$ cat config.mk
export PLATFORM = sky130hd
export DESIGN_NAME = reg_dump_reader
export DESIGN_NICKNAME = d
export VERILOG_FILES = /design/src/rtl/reg_dump_reader.sv
export SDC_FILE = /design/constraint.sdc
export NUM_CORES = 1
export LEC_CHECK = 0
export ABC_AREA = 1
export BUFFER_PORTS_ARGS = -buffer_cell sky130_fd_sc_hd__buf_4
export CAP_MARGIN = 20
export CORE_UTILIZATION = 50
export DETAILED_ROUTE_END_ITERATION = 16
export PLACE_DENSITY = 0.83
export SLEW_MARGIN = 10
export SYNTH_ARGS = -nofsm -noshare
export SYNTH_HDL_FRONTEND = slang
export SYNTH_SLANG_ARGS = --single-unit
$ cat constraint.sdc
create_clock -name clk -period 3.2 [get_ports clk]
set_input_delay 0.32 -clock clk [delete_from_list [all_inputs] [get_ports clk]]
set_output_delay 0.32 -clock clk [all_outputs]
set_load 0.02 [all_outputs]
$ cat src/rtl/reg_dump_reader.sv
// reg_dump_reader: sweeps an inclusive address range of a register file
// (optionally wrapping past the top) and streams each word out over a
// valid/ready handshake, one word per two cycles when the sink never stalls.
//
// Ports:
//   clk, rst                 clock, synchronous active-low reset
//   start, abort             begin a sweep (IDLE only) / terminate a sweep
//   first_addr, last_addr    inclusive sweep bounds, latched on accepted start
//   rf_addr, rf_data         register-file read port (data combinational)
//   out_valid, out_ready     output stream handshake
//   out_data, out_addr       captured word and its source address
//   busy, done, word_count   status: sweep active, completion pulse, words sent
module reg_dump_reader #(
  parameter int unsigned WORD_LEN          = 32,
  parameter int unsigned REG_FILE_ADDR_LEN = 4,
  parameter int unsigned REG_FILE_SIZE     = 16
) (
  input  logic                           clk,
  input  logic                           rst,
  input  logic                           start,
  input  logic                           abort,
  input  logic [REG_FILE_ADDR_LEN-1:0]   first_addr,
  input  logic [REG_FILE_ADDR_LEN-1:0]   last_addr,
  output logic [REG_FILE_ADDR_LEN-1:0]   rf_addr,
  input  logic [WORD_LEN-1:0]            rf_data,
  output logic                           out_valid,
  input  logic                           out_ready,
  output logic [WORD_LEN-1:0]            out_data,
  output logic [REG_FILE_ADDR_LEN-1:0]   out_addr,
  output logic                           busy,
  output logic                           done,
  output logic [REG_FILE_ADDR_LEN:0]     word_count
);

  localparam int unsigned AW = REG_FILE_ADDR_LEN;
  localparam int unsigned DW = WORD_LEN;
  localparam int unsigned CW = REG_FILE_ADDR_LEN + 1;

  typedef enum logic [1:0] {
    S_IDLE  = 2'd0,
    S_FETCH = 2'd1,
    S_SEND  = 2'd2,
    S_DONE  = 2'd3
  } state_e;

  state_e          state_q, state_d;
  logic [AW-1:0]   cur_q, cur_d;
  logic [AW-1:0]   last_q, last_d;
  logic [DW-1:0]   out_data_q, out_data_d;
  logic [AW-1:0]   out_addr_q, out_addr_d;
  logic [CW-1:0]   word_count_q, word_count_d;
  logic            out_valid_q, out_valid_d;
  logic            busy_q, busy_d;
  logic            done_q, done_d;

  logic            start_ok_c;
  logic            handshake_c;
  logic            at_last_c;

  // Bring an out-of-range bound back into the register file.
  function automatic logic [AW-1:0] reduce_addr(input logic [AW-1:0] a);
    return AW'(32'(a) % REG_FILE_SIZE);
  endfunction

  // Successor address, wrapping the top register back to zero.
  function automatic logic [AW-1:0] next_addr(input logic [AW-1:0] a);
    return (32'(a) == REG_FILE_SIZE - 1) ? '0 : a + AW'(1);
  endfunction

  assign start_ok_c  = start && !abort;
  assign handshake_c = (state_q == S_SEND) && out_ready;
  assign at_last_c   = (cur_q == last_q);

  // State register.
  always_ff @(posedge clk) begin
    if (!rst) state_q <= S_IDLE;
    else      state_q <= state_d;
  end

  // Next-state logic; abort beats everything outside IDLE.
  always_comb begin
    state_d = state_q;
    unique case (state_q)
      S_IDLE:  if (start_ok_c) state_d = S_FETCH;
      S_FETCH: state_d = abort ? S_IDLE : S_SEND;
      S_SEND: begin
        if (abort)            state_d = S_IDLE;
        else if (out_ready)   state_d = at_last_c ? S_DONE : S_FETCH;
      end
      S_DONE:  state_d = S_IDLE;
      default: state_d = S_IDLE;
    endcase
  end

  // Datapath and registered outputs, decoded from the upcoming state.
  always_comb begin
    cur_d        = cur_q;
    last_d       = last_q;
    out_data_d   = out_data_q;
    out_addr_d   = out_addr_q;
    word_count_d = word_count_q;
    out_valid_d  = (state_d == S_SEND);
    busy_d       = (state_d != S_IDLE);
    done_d       = (state_d == S_DONE);

    unique case (state_q)
      S_IDLE: begin
        if (start_ok_c) begin
          cur_d        = reduce_addr(first_addr);
          last_d       = reduce_addr(last_addr);
          word_count_d = '0;
        end
      end
      S_FETCH: begin
        out_data_d = rf_data;
        out_addr_d = cur_q;
      end
      S_SEND: begin
        // A handshake that coincides with abort still counts as delivered.
        if (handshake_c) begin
          word_count_d = word_count_q + CW'(1);
          if (!abort && !at_last_c) cur_d = next_addr(cur_q);
        end
      end
      default: ;
    endcase
  end

  // Datapath registers.
  always_ff @(posedge clk) begin
    if (!rst) begin
      cur_q        <= '0;
      last_q       <= '0;
      out_data_q   <= '0;
      out_addr_q   <= '0;
      word_count_q <= '0;
      out_valid_q  <= 1'b0;
      busy_q       <= 1'b0;
      done_q       <= 1'b0;
    end else begin
      cur_q        <= cur_d;
      last_q       <= last_d;
      out_data_q   <= out_data_d;
      out_addr_q   <= out_addr_d;
      word_count_q <= word_count_d;
      out_valid_q  <= out_valid_d;
      busy_q       <= busy_d;
      done_q       <= done_d;
    end
  end

  assign rf_addr    = cur_q;
  assign out_data   = out_data_q;
  assign out_addr   = out_addr_q;
  assign word_count = word_count_q;
  assign out_valid  = out_valid_q;
  assign busy       = busy_q;
  assign done       = done_q;

endmodule

Word level (Yosys, flattened, before mapping)
Cells that the tools add are included.
{ "totals": {"out_inout_bits": 48, "word_cells": 46, "register_bits": 54, "input_bits": 45} }
{ "op_classes": {"add_sub_neg": 2, "n_reduce_logical": 11, "eq_ne": 10, "muxes": 14} }
{ "ops": {"columns": ["cell", "n"], "rows": [
  ["4-bit two-way mux", 4],
  ["2-bit two-way mux", 5],
  ["5-bit two-way mux", 2],
  ["5-bit case mux with 2 select lines", 1],
  ["2-bit equality test (second input constant)", 4],
  ["2-bit case mux with 4 select lines", 1],
  ["4-bit case mux with 2 select lines", 1],
  ["5-bit by 1-bit adder with 5-bit output (second input constant)", 1],
  ["4-bit by 1-bit adder with 4-bit output (second input constant)", 1],
  ["4-bit equality test", 1],
  ["4-bit equality test (second input constant)", 1],
  ["2-bit != test (second input constant)", 2],
  ["4-bit AND reduction", 1],
  ["2-bit nonzero test", 2],
  ["1-bit logical AND", 3],
  ["3-bit AND reduction", 1],
  ["2-bit by 1-bit equality test with 1-bit output (second input constant)", 1],
  ["1-bit zero test", 2],
  ["2-bit zero test", 1],
  ["2-bit by 1-bit != test with 1-bit output (second input constant)", 1],
  ["2-bit AND reduction", 1]
]} }

Longest topological paths before layout
Gate-level depths: netlist of run 1.
{ "logic_depth": {"depth_word": 6, "ltp_mapped": 10, "mapped_depth_nobuf": 10} }

Worst setup path before layout of run 1
OpenSTA, ideal clock, no wires.
{ "synth_timing": {"path_kind": "register to register", "startpoint": "reg cur_q[0], in the netlist rf_addr[0]", "endpoint": "reg cur_q[3], in the netlist rf_addr[3]", "n_path_buf": 0, "t_required_ns": 3.086, "path_slack_ns": 1.927, "path_stages_with_launch": 9, "setup_ns": 0.114, "arrival_time_ns": 1.160, "synth_period_minus_slack_ns": 1.273, "path_cell_list": "dfxtp_1 -> ha_1 -> nand3_1 -> nand2_1 -> inv_1 -> nand2_1 -> nand2_1 -> a21oi_1 -> nor2_1"} }
{ "synth_via": {"elab_chain_len": 5, "elab_cells_between_ends": 11, "cone_classes": "add/sub: 1; eq/ne: 3; mux: 4; reduce/logical: 3"} }
{ "synth_lines": {"columns": ["item", "line_no", "source"], "rows": [
  ["start, declared", "47", "logic [AW-1:0] cur_q, cur_d;"],
  ["start signal, assigned", "141", "cur_q <= cur_d;"],
  ["4-bit by 1-bit adder with 4-bit output (tied with other cells)", "67", "return (32'(a) == REG_FILE_SIZE - 1) ? '0 : a + AW'(1);"],
  ["4-bit two-way mux / 1-bit zero test (equally long branches)", "67, 122", null],
  ["4-bit two-way mux / 1-bit logical AND (equally long branches)", "122", "if (!abort && !at_last_c) cur_d = next_addr(cur_q);"],
  ["4-bit two-way mux / 2-bit by 1-bit != test with 1-bit output (equally long branches)", null, null],
  ["4-bit case mux with 2 select lines / 4-bit AND reduction (equally long branches)", null, null]
]} }
Parallel ways exist; a longest one is shown, timed or not. The select of a mux whose other input is x is not followed.
A chain may end at the register's enable or synchronous reset.

Worst setup path after layout of run 1
{ "layout_timing": {"startpoint": "reg state_q[0]", "endpoint": "reg out_data_q[17], in the netlist out_data[17]"} }
{ "layout_via": {"elab_chain_len": 1} }
{ "layout_lines": {"columns": ["item", "line_no", "source"], "rows": [
  ["start, declared", "46", "state_e state_q, state_d;"],
  ["start signal, assigned", "77", "else state_q <= state_d;"],
  ["2-bit by 1-bit equality test with 1-bit output", "106", "unique case (state_q)"],
  ["end signal, assigned", "143", "out_data_q <= out_data_d;"],
  ["end, declared", "49", "logic [DW-1:0] out_data_q, out_data_d;"]
]} }
Every way passes these cells.

==> run metrics, run 1 <==
Peak Freq 0.616 GHz; cells after synthesis 287; clk_skew 0.00159 ns; grt total ovfl 0; std cell rows 23; Seq/Total Area, Yosys 50.0%; Leak 1.52 nW; # diodes 0; Worst-path clk slew 0.09 ns; I/O pin count 93; Synth-to-Final Area Change 36.4%; TNS Setup 0 ns; Net Count, Synth 334; final wirelength 4.95 mm; Crit Path Class flop to flop; DR DRC count 0; Max Buffers Root-to-Sink 2; net switching power figure 0.349 mW; Port Buffers 92; status completed; maximum vdd ir drop 0.331 mV; fin cells 425; worst hold-check path type input port to flop; setup bufs post-CTS 0; Die H 67.7 um; Initial Utilization 52.9%; number of vias per cell 4.84; WP data arrival 1.82 ns; CTS Buf Count 5; Total GRT Usage 23.4%; most frequent cells in the layout 94 x buf_4, 77 x nor2_1, 54 x dfxtp_1; Reg power frac 55.6%; final worst-path cycle share 50.7%; Layout fillers 346; htree depth 2; Pint 0.959 mW; maxcap violations 0; Detail Route Antenna Nets 0; root buf cell clkbuf_8; wire length per cell 11.6 um; critical path data required time 3.40 ns; Post-Place Cells 418; hold_ws 0.240 ns; CTS resizes 0; initial antenna violation count 0; DRT iter0 DRCs 130; CTS Hold Bufs 0; ys flop type dfxtp_1; commonest non-fill, non-tap cell in the layout buf_4; Core Area 4090 sq um; switch share 26.7%; die area 4590 sq um; Clock Power Share 27.1%; fin crit period 1.62 ns; first-pass GRT wire length 8.10 mm; clock latency on the worst-skew pair 0.30 ns; FF+latch count, synth 54; worst slew pin tran 0.371 ns; Post-layout nets 422; combinational cell fraction of total power 17.3%; Unique masters post-synth 24; largest net degree at the start of global routing 47; crit start category flop; Cell Area, Synth 2160 sq um; final setup vio count 0; Hold Violations, Final 0; asr flop ratio synth 0%; synth warn 0; Placer Congestion 0.756; CP endpoint kind flop; fin. max-slew vios 0; share of cells above drive strength 1 30.9%; mean post-synth cell area 7.53 sq um; CTS tree done; Final HPWL DP 3.52 mm; power per cell area 444 nW/um^2; number of flops mapped to enable cells by yosys 0; RSZ-0062 raised after global routing false; die width 67.7 um; multi-input logic area 928 sq um; Storage cell area 1080 sq um; Slew Limit Headroom 75.3%; via count 2057; CTS Sinks 54; vias in the first global route 1931; crit path max fanout 41; Tot Pwr 1.31 mW; Initial DRT Pass Iterations 4
==> power groups by stage <==
stage | sequential, mW | combinational (mW) | clock [mW]
after floorplan | 0.776 | 0.0867 | 0
after global placement | 0.742 | 0.223 | 0
after detailed placement | 0.742 | 0.226 | 0
after CTS | 0.727 | 0.227 | 0.371
after global routing | 0.732 | 0.249 | 0.388
final | 0.727 | 0.226 | 0.355
==> per-layer routing <==
metal	part of all wire, %	GRT usage (%)	wire, um
met1	43	27.0	2120
met2	47	38.9	2330
met3	8.4	7.94	417
met4	1.6	10.4	81
met5	0	0	0
==> critical path, stage by stage (launching register included) <==
cell and delay, ns:
dfxtp_1 0.33, inv_2 0.06, nor2_2 0.08, buf_4 0.33
inv_1 0.26, buf_4 0.28, nor2_1 0.12, nor2_1 0.06
==> synthesized netlist by cell type, types with 4 or more instances <==
master	n	area, sq um
nand3_1	6	30.0
clkbuf_1	5	18.8
inv_1	20	75.1
nand2_1	35	131
dfxtp_1	54	1080
buf_2	6	30.0
o21ai_0	41	205
a21oi_1	13	65.1
nor2_1	78	293
nand2_2	4	25.0
==> flip-flops by register name, indices dropped and copies added (netlist names) <==
| register | count |
|---|---|
| busy | 1 |
| done | 1 |
| last_q | 4 |
| out_addr | 4 |
| out_data | 32 |
| out_valid | 1 |
| rf_addr | 4 |
| state_q | 2 |
| word_count | 5 |
==> path summary, 6_finish.rpt <==
check                                                 end  slack, ns  cells past startpoint              startpoint
worst max-delay path            out_data[17]$_SDFFE_PN0N_       1.58                      7   state_q[0]$_SDFF_PN0_
worst min-delay path            out_data[27]$_SDFFE_PN0N_       0.24                      3             rf_data[27]
worst max register to register  out_data[17]$_SDFFE_PN0N_       1.58                      7   state_q[0]$_SDFF_PN0_
worst min register to register     last_q[2]$_SDFFE_PN0P_       0.47                      2  last_q[2]$_SDFFE_PN0P_
==> cell families after synthesis <==
| family | after synthesis | synth area share (%) |
|---|---|---|
| xor+xnor | 3 | 1.22 |
| buf+inv | 37 | 7.12 |
| fa+ha+maj | 2 | 1.16 |
| mux | 1 | 0.463 |
| compound gates | 55 | 12.9 |
| flops | 54 | 50.0 |
| simple gates | 135 | 27.2 |
==> layout make-up <==
cell class	count	share of cell area [%]
multi-input cells	196	31.5
clock buffers	7	2.59
inverters	24	3.14
well taps	50	2.12
repair buffers	94	23.9
flip-flops and latches	54	36.7
==> stage by stage <==
stage	util [%]	setup slack, ns	instance area [sq um]
final	72.1	1.58	2950
after CTS	72.1	1.59	2950
after detailed placement	70.2	1.61	2870
after global placement	70.2	1.63	2870
after global routing	72.1	1.36	2950
after floorplan	-	1.93	2160
Note: power is estimated with default switching activity, not from simulation.
==> run 2: changes to the inputs <==
--- a/config.mk
+++ b/config.mk
@@ -8,9 +8,9 @@
 export ABC_AREA = 1
 export BUFFER_PORTS_ARGS = -buffer_cell sky130_fd_sc_hd__buf_4
 export CAP_MARGIN = 20
-export CORE_UTILIZATION = 50
+export CORE_UTILIZATION = 47
 export DETAILED_ROUTE_END_ITERATION = 16
-export PLACE_DENSITY = 0.83
+export PLACE_DENSITY = 0.79
 export SLEW_MARGIN = 10
 export SYNTH_ARGS = -nofsm -noshare
 export SYNTH_HDL_FRONTEND = slang
==> constraint.sdc (replaced) <==
create_clock -name clk -period 1.6 [get_ports clk]
set_input_delay 0.16 -clock clk [delete_from_list [all_inputs] [get_ports clk]]
set_output_delay 0.16 -clock clk [all_outputs]
set_load 0.02 [all_outputs]
==> run 2 against run 1 <==
  * First-iteration DRC count fell by 23%
  * Wire length grew 4.6%
  * Sequential power is 99% higher
  * Highest routed layer unchanged
  * Register-to-register slack got worse by 1.3 ns
  * Sequential share of layout area fell by 0.25 points
  * Clock skew up 0.0031 ns
  * Critical endpoint is now rf_addr[0]$_SDFFE_PN0P_
  * Via count is 1.8% higher
  * Die area increased by 6.2%
  * Critical path depth is 2 higher
==> run metrics, run 2 (same netlist as run 1, synthesis figures left out) <==
Worst path slowest cell dfxtp_1 (unchanged); share of cells above drive strength 1 31.8% (was 30.9%); hold endpoint out_data[26]$_SDFFE_PN0N_ (was out_data[27]$_SDFFE_PN0N_); Total GRT Usage 22.4% (was 23.4%); CTS tree done (unchanged); most frequent cells in the layout 96 x buf_4, 77 x nor2_1, 54 x dfxtp_1 (was 94 x buf_4, 77 x nor2_1, 54 x dfxtp_1); Layout fillers 385 (was 346); crit start category flop (unchanged); multi-input logic area 928 sq um (unchanged); max reg flops 32 (unchanged); grt total ovfl 0 (unchanged); DR DRC count 0 (unchanged); via count 2095 (was 2057); critical path data required time 1.80 ns (was 3.40 ns); number of vias per cell 4.88 (was 4.84); root buf cell clkbuf_8 (unchanged); CTS Buf Count 5 (unchanged); first-pass GRT wire length 8.80 mm (was 8.10 mm); CTS resizes 0 (unchanged); clk_skew 0.00472 ns (was 0.00159 ns); hold_ws 0.0747 ns (was 0.240 ns); final wirelength 5.17 mm (was 4.95 mm); Initial DRT Pass Iterations 4 (unchanged); CTS Sinks 54 (unchanged); Worst-path clk slew 0.09 ns (about the same); I/O pin count 93 (unchanged); Critical R2R Capture rf_addr[0]$_SDFFE_PN0P_ (was out_data[17]$_SDFFE_PN0N_); wire length per cell 12.1 um (was 11.6 um); clock latency on the worst-skew pair 0.30 ns (about the same); power per cell area 885 nW/um^2 (was 444 nW/um^2); Hold Violations, Final 0 (unchanged); worst reg2reg startpoint rf_addr[0]$_SDFFE_PN0P_ (was state_q[0]$_SDFF_PN0_); DRT iter0 DRCs 100 (was 130); Final HPWL DP 3.79 mm (was 3.52 mm); # diodes 0 (unchanged); combinational cell fraction of total power 17.5% (was 17.3%); initial antenna violation count 0 (unchanged); CP Cell Sequence inv_1 -> nand2_1 -> nand2_1 -> nor2_1 -> nand2_2 -> nand2_4 -> nand2_4 -> nor2_1 -> nor2_2 (was inv_2 -> nor2_2 -> buf_4 -> inv_1 -> buf_4 -> nor2_1 -> nor2_1); Crit path max-delay family simple AND/OR/NAND/NOR gates (was buffers and inverters); Leak 1.53 nW (was 1.52 nW); Die H 69.8 um (was 67.7 um); Max Buffers Root-to-Sink 2 (unchanged); Peak Freq 0.764 GHz (was 0.616 GHz); fin crit period 1.31 ns (was 1.62 ns); htree depth 2 (unchanged); std cell rows 24 (was 23); r2r worst-path depth 9 (was 7); Clock Power Share 27.1% (about the same); commonest non-fill, non-tap cell in the layout buf_4 (unchanged); worst hold-check path type input port to flop (unchanged); Synth-to-Final Area Change 37.3% (was 36.4%); final setup vio count 0 (unchanged); Slowest Stage Delay on Critical Path 0.46 ns (was 0.33 ns); CP endpoint kind flop (unchanged); maximum vdd ir drop 0.597 mV (was 0.331 mV); Placer Congestion 0.769 (was 0.756); Port Buffers 92 (unchanged); die width 69.8 um (was 67.7 um); CTS Hold Bufs 0 (unchanged); Slew Limit Headroom 78.0% (was 75.3%); TNS Setup 0 ns (unchanged); largest net degree at the start of global routing 33 (was 47); WP buf/inv 1 (was 4); Post-layout nets 424 (was 422); Pint 1.91 mW (was 0.959 mW); Reg power frac 55.4% (was 55.6%); Initial Utilization 49.3% (was 52.9%); final worst-path cycle share 81.8% (was 50.7%); Storage cell area 1080 sq um (unchanged); die area 4870 sq um (was 4590 sq um); Hold Crit Start rf_data[26] (was rf_data[27]); status completed (unchanged); RSZ-0062 raised after global routing false (unchanged); vias in the first global route 2099 (was 1931); fin. max-slew vios 0 (unchanged); WP data arrival 1.51 ns (was 1.82 ns); setup bufs post-CTS 0 (unchanged); switch share 27.1% (was 26.7%); net switching power figure 0.711 mW (was 0.349 mW); Crit Path Class flop to flop (unchanged); Core Area 4380 sq um (was 4090 sq um); Tot Pwr 2.62 mW (was 1.31 mW); maxcap violations 0 (unchanged); worst slew pin tran 0.330 ns (was 0.371 ns); worst hold stages 3 (unchanged); Detail Route Antenna Nets 0 (unchanged); Reg2Reg Setup Slack 0.29 ns (was 1.58 ns); crit path max fanout 7 (was 41)
[run 2: through the flow]
step / setup WS (ns) / instances / instance area, sq um / util, %
2_1_floorplan: 0.327 / 287 / 2160 / -
3_3_place_gp: 0.326 / 422 / 2890 / 65.9
3_5_place_dp: 0.315 / 422 / 2890 / 65.9
4_1_cts: 0.299 / 429 / 2970 / 67.7
5_1_grt: 0.110 / 429 / 2970 / 67.7
6_report: 0.292 / 429 / 2970 / 67.7
[run 2: area by class of cell]
type | count | area share, %
Inverter | 24 | 3.12
Clock buffer | 5 | 2.32
Clock inverter | 2 | 0.337
Multi-Input combinational cell | 196 | 31.3
Tap cell | 52 | 2.19
Timing Repair Buffer | 96 | 24.3
Sequential cell | 54 | 36.4
[run 2: how the worst max path moves through the flow]
stage	startpoint	endpoint	slack [ns]	cells past startpoint
after floorplan	rf_addr[0]$_SDFFE_PN0P_	rf_addr[3]$_SDFFE_PN0P_	0.33	8
after global placement	rf_addr[0]$_SDFFE_PN0P_	rf_addr[0]$_SDFFE_PN0P_	0.33	9
after detailed placement	rf_addr[0]$_SDFFE_PN0P_	rf_addr[0]$_SDFFE_PN0P_	0.31	9
after CTS	rf_addr[0]$_SDFFE_PN0P_	rf_addr[0]$_SDFFE_PN0P_	0.30	9
after global routing	rf_addr[0]$_SDFFE_PN0P_	out_valid$_SDFF_PN0_	0.11	10
final	rf_addr[0]$_SDFFE_PN0P_	rf_addr[0]$_SDFFE_PN0P_	0.29	9
[run 2: worst register-to-register path, stage by stage, from the launching register on]
cell and delay [ns]:
dfxtp_1 0.46, inv_1 0.10, nand2_1 0.07, nand2_1 0.05, nor2_1 0.13, nand2_2 0.10
nand2_4 0.08, nand2_4 0.07, nor2_1 0.12, nor2_2 0.05
[run 2: power by group through the flow]
stage                     clock, mW  combinational (mW)  sequential, mW
after global routing          0.788               0.501            1.47
after floorplan                   0               0.173            1.55
after detailed placement          0               0.463            1.48
final                         0.711               0.460            1.45
after CTS                     0.729               0.464            1.45
after global placement            0               0.455            1.48
[run 2: per-layer routing]
| layer | global-route usage [%] | wire [um] | vias to the layer above |
|---|---|---|---|
| li1 | - | - | 1075 |
| met1 | 24.7 | 2300 | 945 |
| met2 | 40.0 | 2390 | 71 |
| met3 | 8.72 | 440 | 4 |
| met4 | 5.33 | 42 | 0 |
| met5 | 0 | 0 | - |
==> run 3: changes to the inputs <==
--- a/config.mk
+++ b/config.mk
@@ -8,9 +8,9 @@
 export ABC_AREA = 1
 export BUFFER_PORTS_ARGS = -buffer_cell sky130_fd_sc_hd__buf_4
 export CAP_MARGIN = 20
-export CORE_UTILIZATION = 47
+export CORE_UTILIZATION = 42
 export DETAILED_ROUTE_END_ITERATION = 16
-export PLACE_DENSITY = 0.79
+export PLACE_DENSITY = 0.75
 export SLEW_MARGIN = 10
 export SYNTH_ARGS = -nofsm -noshare
 export SYNTH_HDL_FRONTEND = slang
==> constraint.sdc (replaced) <==
create_clock -name clk -period 1.2 [get_ports clk]
set_input_delay 0.12 -clock clk [delete_from_list [all_inputs] [get_ports clk]]
set_output_delay 0.12 -clock clk [all_outputs]
set_load 0.02 [all_outputs]
==> run 3 against run 2 <==
  * Via count grew 0.62%
  * Sequential cell count is the same
  * Sequential share of layout area shrank 1.1 points
  * Sequential power grew 34%
  * Critical endpoint is now rf_addr[1]$_SDFFE_PN0P_
==> run metrics, run 3 (same netlist as run 1, synthesis figures left out) <==
htree depth 2 (unchanged); initial antenna violation count 0 (unchanged); crit path max fanout 6 (was 7); Reg2Reg Setup Slack 0.02 ns (was 0.29 ns); Worst path slowest cell dfxtp_4 (was dfxtp_1); maxcap violations 0 (unchanged); Core Area 4850 sq um (was 4380 sq um); Leak 1.58 nW (was 1.53 nW); fin. max-slew vios 0 (unchanged); Synth-to-Final Area Change 44.5% (was 37.3%); wire length per cell 11.4 um (was 12.1 um); fin crit period 1.18 ns (was 1.31 ns); Slowest Stage Delay on Critical Path 0.40 ns (was 0.46 ns); TNS Setup 0 ns (unchanged); met2 GRT Util 36.1% (was 40.0%); RSZ-0062 raised after global routing true (was false); Detail Route Antenna Nets 0 (unchanged); CP endpoint kind flop (unchanged); Tot Pwr 3.63 mW (was 2.62 mW); first-pass GRT wire length 8.47 mm (was 8.80 mm); clock latency on the worst-skew pair 0.31 ns (was 0.30 ns); maximum vdd ir drop 0.803 mV (was 0.597 mV); largest net degree at the start of global routing 34 (was 33); die area 5440 sq um (was 4870 sq um); r2r worst-path depth 9 (unchanged); Slew Limit Headroom 87.9% (was 78.0%); # diodes 0 (unchanged); share of cells above drive strength 1 38.9% (was 31.8%); clk_skew 0.00496 ns (was 0.00472 ns); critical path data required time 1.41 ns (was 1.80 ns); vias in the first global route 2050 (was 2099); CTS Buf Count 5 (unchanged); Final HPWL DP 3.71 mm (was 3.79 mm); CTS tree done (unchanged); worst reg2reg startpoint rf_addr[0]$_SDFFE_PN0P_ (unchanged); die width 73.7 um (was 69.8 um); Hold Violations, Final 0 (unchanged); Die H 73.7 um (was 69.8 um); status completed (unchanged); DR DRC count 0 (unchanged); commonest non-fill, non-tap cell in the layout buf_4 (unchanged); root buf cell clkbuf_8 (unchanged); Peak Freq 0.850 GHz (was 0.764 GHz); Layout fillers 443 (was 385); final setup vio count 0 (unchanged); crit start category flop (unchanged); Port Buffers 92 (unchanged); gr busiest metal met2 (unchanged); worst slew pin tran 0.179 ns (was 0.330 ns); Post-layout nets 429 (was 424); multi-input logic area 960 sq um (was 928 sq um); worst hold stages 3 (unchanged); worst setup margin 0.0235 ns (was 0.292 ns); worst hold-check path type input port to flop (unchanged); final wirelength 5.11 mm (was 5.17 mm); Final Util 64.4% (was 67.7%); M3 GR Usage 7.27% (was 8.72%); max reg flops 32 (unchanged); WP data arrival 1.39 ns (was 1.51 ns); Critical R2R Capture rf_addr[1]$_SDFFE_PN0P_ (was rf_addr[0]$_SDFFE_PN0P_); Total GRT Usage 20.4% (was 22.4%); I/O pin count 93 (unchanged); CTS Sinks 54 (unchanged); Initial Utilization 44.6% (was 49.3%); Hold Crit Start rf_data[11] (was rf_data[26]); Initial DRT Pass Iterations 4 (unchanged); Storage cell area 1100 sq um (was 1080 sq um); grt total ovfl 0 (unchanged); most frequent cells in the layout 98 x buf_4, 72 x nor2_1, 45 x dfxtp_1 (was 96 x buf_4, 77 x nor2_1, 54 x dfxtp_1); met1 GRT Util 22.6% (was 24.7%); number of vias per cell 4.68 (was 4.88); Worst-path clk slew 0.09 ns (about the same); std cell rows 25 (was 24); Crit Path Class flop to flop (unchanged); DRT iter0 DRCs 73 (was 100); via count 2108 (was 2095); Place WS 0.0306 ns (was 0.315 ns); Placer Congestion 0.782 (was 0.769); Max Buffers Root-to-Sink 2 (unchanged); power per cell area 1160 nW/um^2 (was 885 nW/um^2); CP Cell Sequence inv_2 -> nand2_1 -> nand2_1 -> nor2_1 -> nand2_2 -> nand2_4 -> nand2_4 -> nor2_1 -> nor2_2 (was inv_1 -> nand2_1 -> nand2_1 -> nor2_1 -> nand2_2 -> nand2_4 -> nand2_4 -> nor2_1 -> nor2_2); final worst-path cycle share 98.0% (was 81.8%); hold endpoint out_data[11]$_SDFFE_PN0N_ (was out_data[26]$_SDFFE_PN0N_)
[run 3: cell count changes in the layout (fill, tap and decap cells not counted), moves of 4 or more]
cell	previous run	this run
dfxtp_4	0	4
nor2_2	4	9
dfxtp_2	0	5
inv_1	20	16
nor2_1	77	72
dfxtp_1	54	45
[run 3: area by class of cell]
| cell class | count | share of cell area, % |
|---|---|---|
| clock buffers | 6 | 2.64 |
| flip-flops and latches | 54 | 35.3 |
| multi-input cells | 196 | 30.7 |
| repair buffers | 101 | 25.2 |
| clock inverters | 2 | 0.401 |
| well taps | 67 | 2.68 |
| inverters | 24 | 3.04 |
[run 3: worst max-delay path by stage]
stage / slack (ns) / cells past startpoint / start / endpoint
finish: 0.02 / 9 / rf_addr[0]$_SDFFE_PN0P_ / rf_addr[1]$_SDFFE_PN0P_
CTS: 0.01 / 9 / rf_addr[0]$_SDFFE_PN0P_ / rf_addr[0]$_SDFFE_PN0P_
global placement: 0.05 / 9 / rf_addr[1]$_SDFFE_PN0P_ / rf_addr[0]$_SDFFE_PN0P_
global route: -0.07 / 10 / rf_addr[0]$_SDFFE_PN0P_ / rf_addr[0]$_SDFFE_PN0P_
detailed placement: 0.03 / 9 / rf_addr[0]$_SDFFE_PN0P_ / rf_addr[0]$_SDFFE_PN0P_
floorplan: 0.04 / 9 / rf_addr[3]$_SDFFE_PN0P_ / rf_addr[0]$_SDFFE_PN0P_
[run 3: stage by stage]
stage / std cells / area, sq um / hold WS [ns]
CTS: 449 / 3060 / 0.0181
finish: 450 / 3120 / 0.0275
global placement: 441 / 2970 / 0.340
detailed placement: 441 / 2970 / 0.347
global route: 450 / 3120 / 0.0263
floorplan: 287 / 2170 / 0.255
[run 3: routing by layer]
layer  share of wire (%)  vias to the layer above  wire [um]
li1                    -                     1089          -
met1                  43                      948       2210
met2                  48                       65       2430
met3                 7.8                        6        399
met4                 1.3                        0         68
met5                   0                        -          0
[run 3: worst max-delay path: cells and delay by family, from the launching register on]
family,cells,cell delay [ns]
buffers and inverters,1,0.04
flip-flops,1,0.40
AND/OR/NAND/NOR,8,0.65
[run 3: what timing repair did]
action	CTS	global route
resized for setup	0	25
setup buffers	0	1
hold buffers	0	0
endpoints found under the setup margin	0	14
hold endpoints to repair	0	0
[run 3: report_power, final]
group | internal [mW] | switching, mW | leakage [nW]
clock network | 0.465 | 0.584 | 0.0472
logic | 0.302 | 0.344 | 1.08
registers | 1.88 | 0.0579 | 0.446
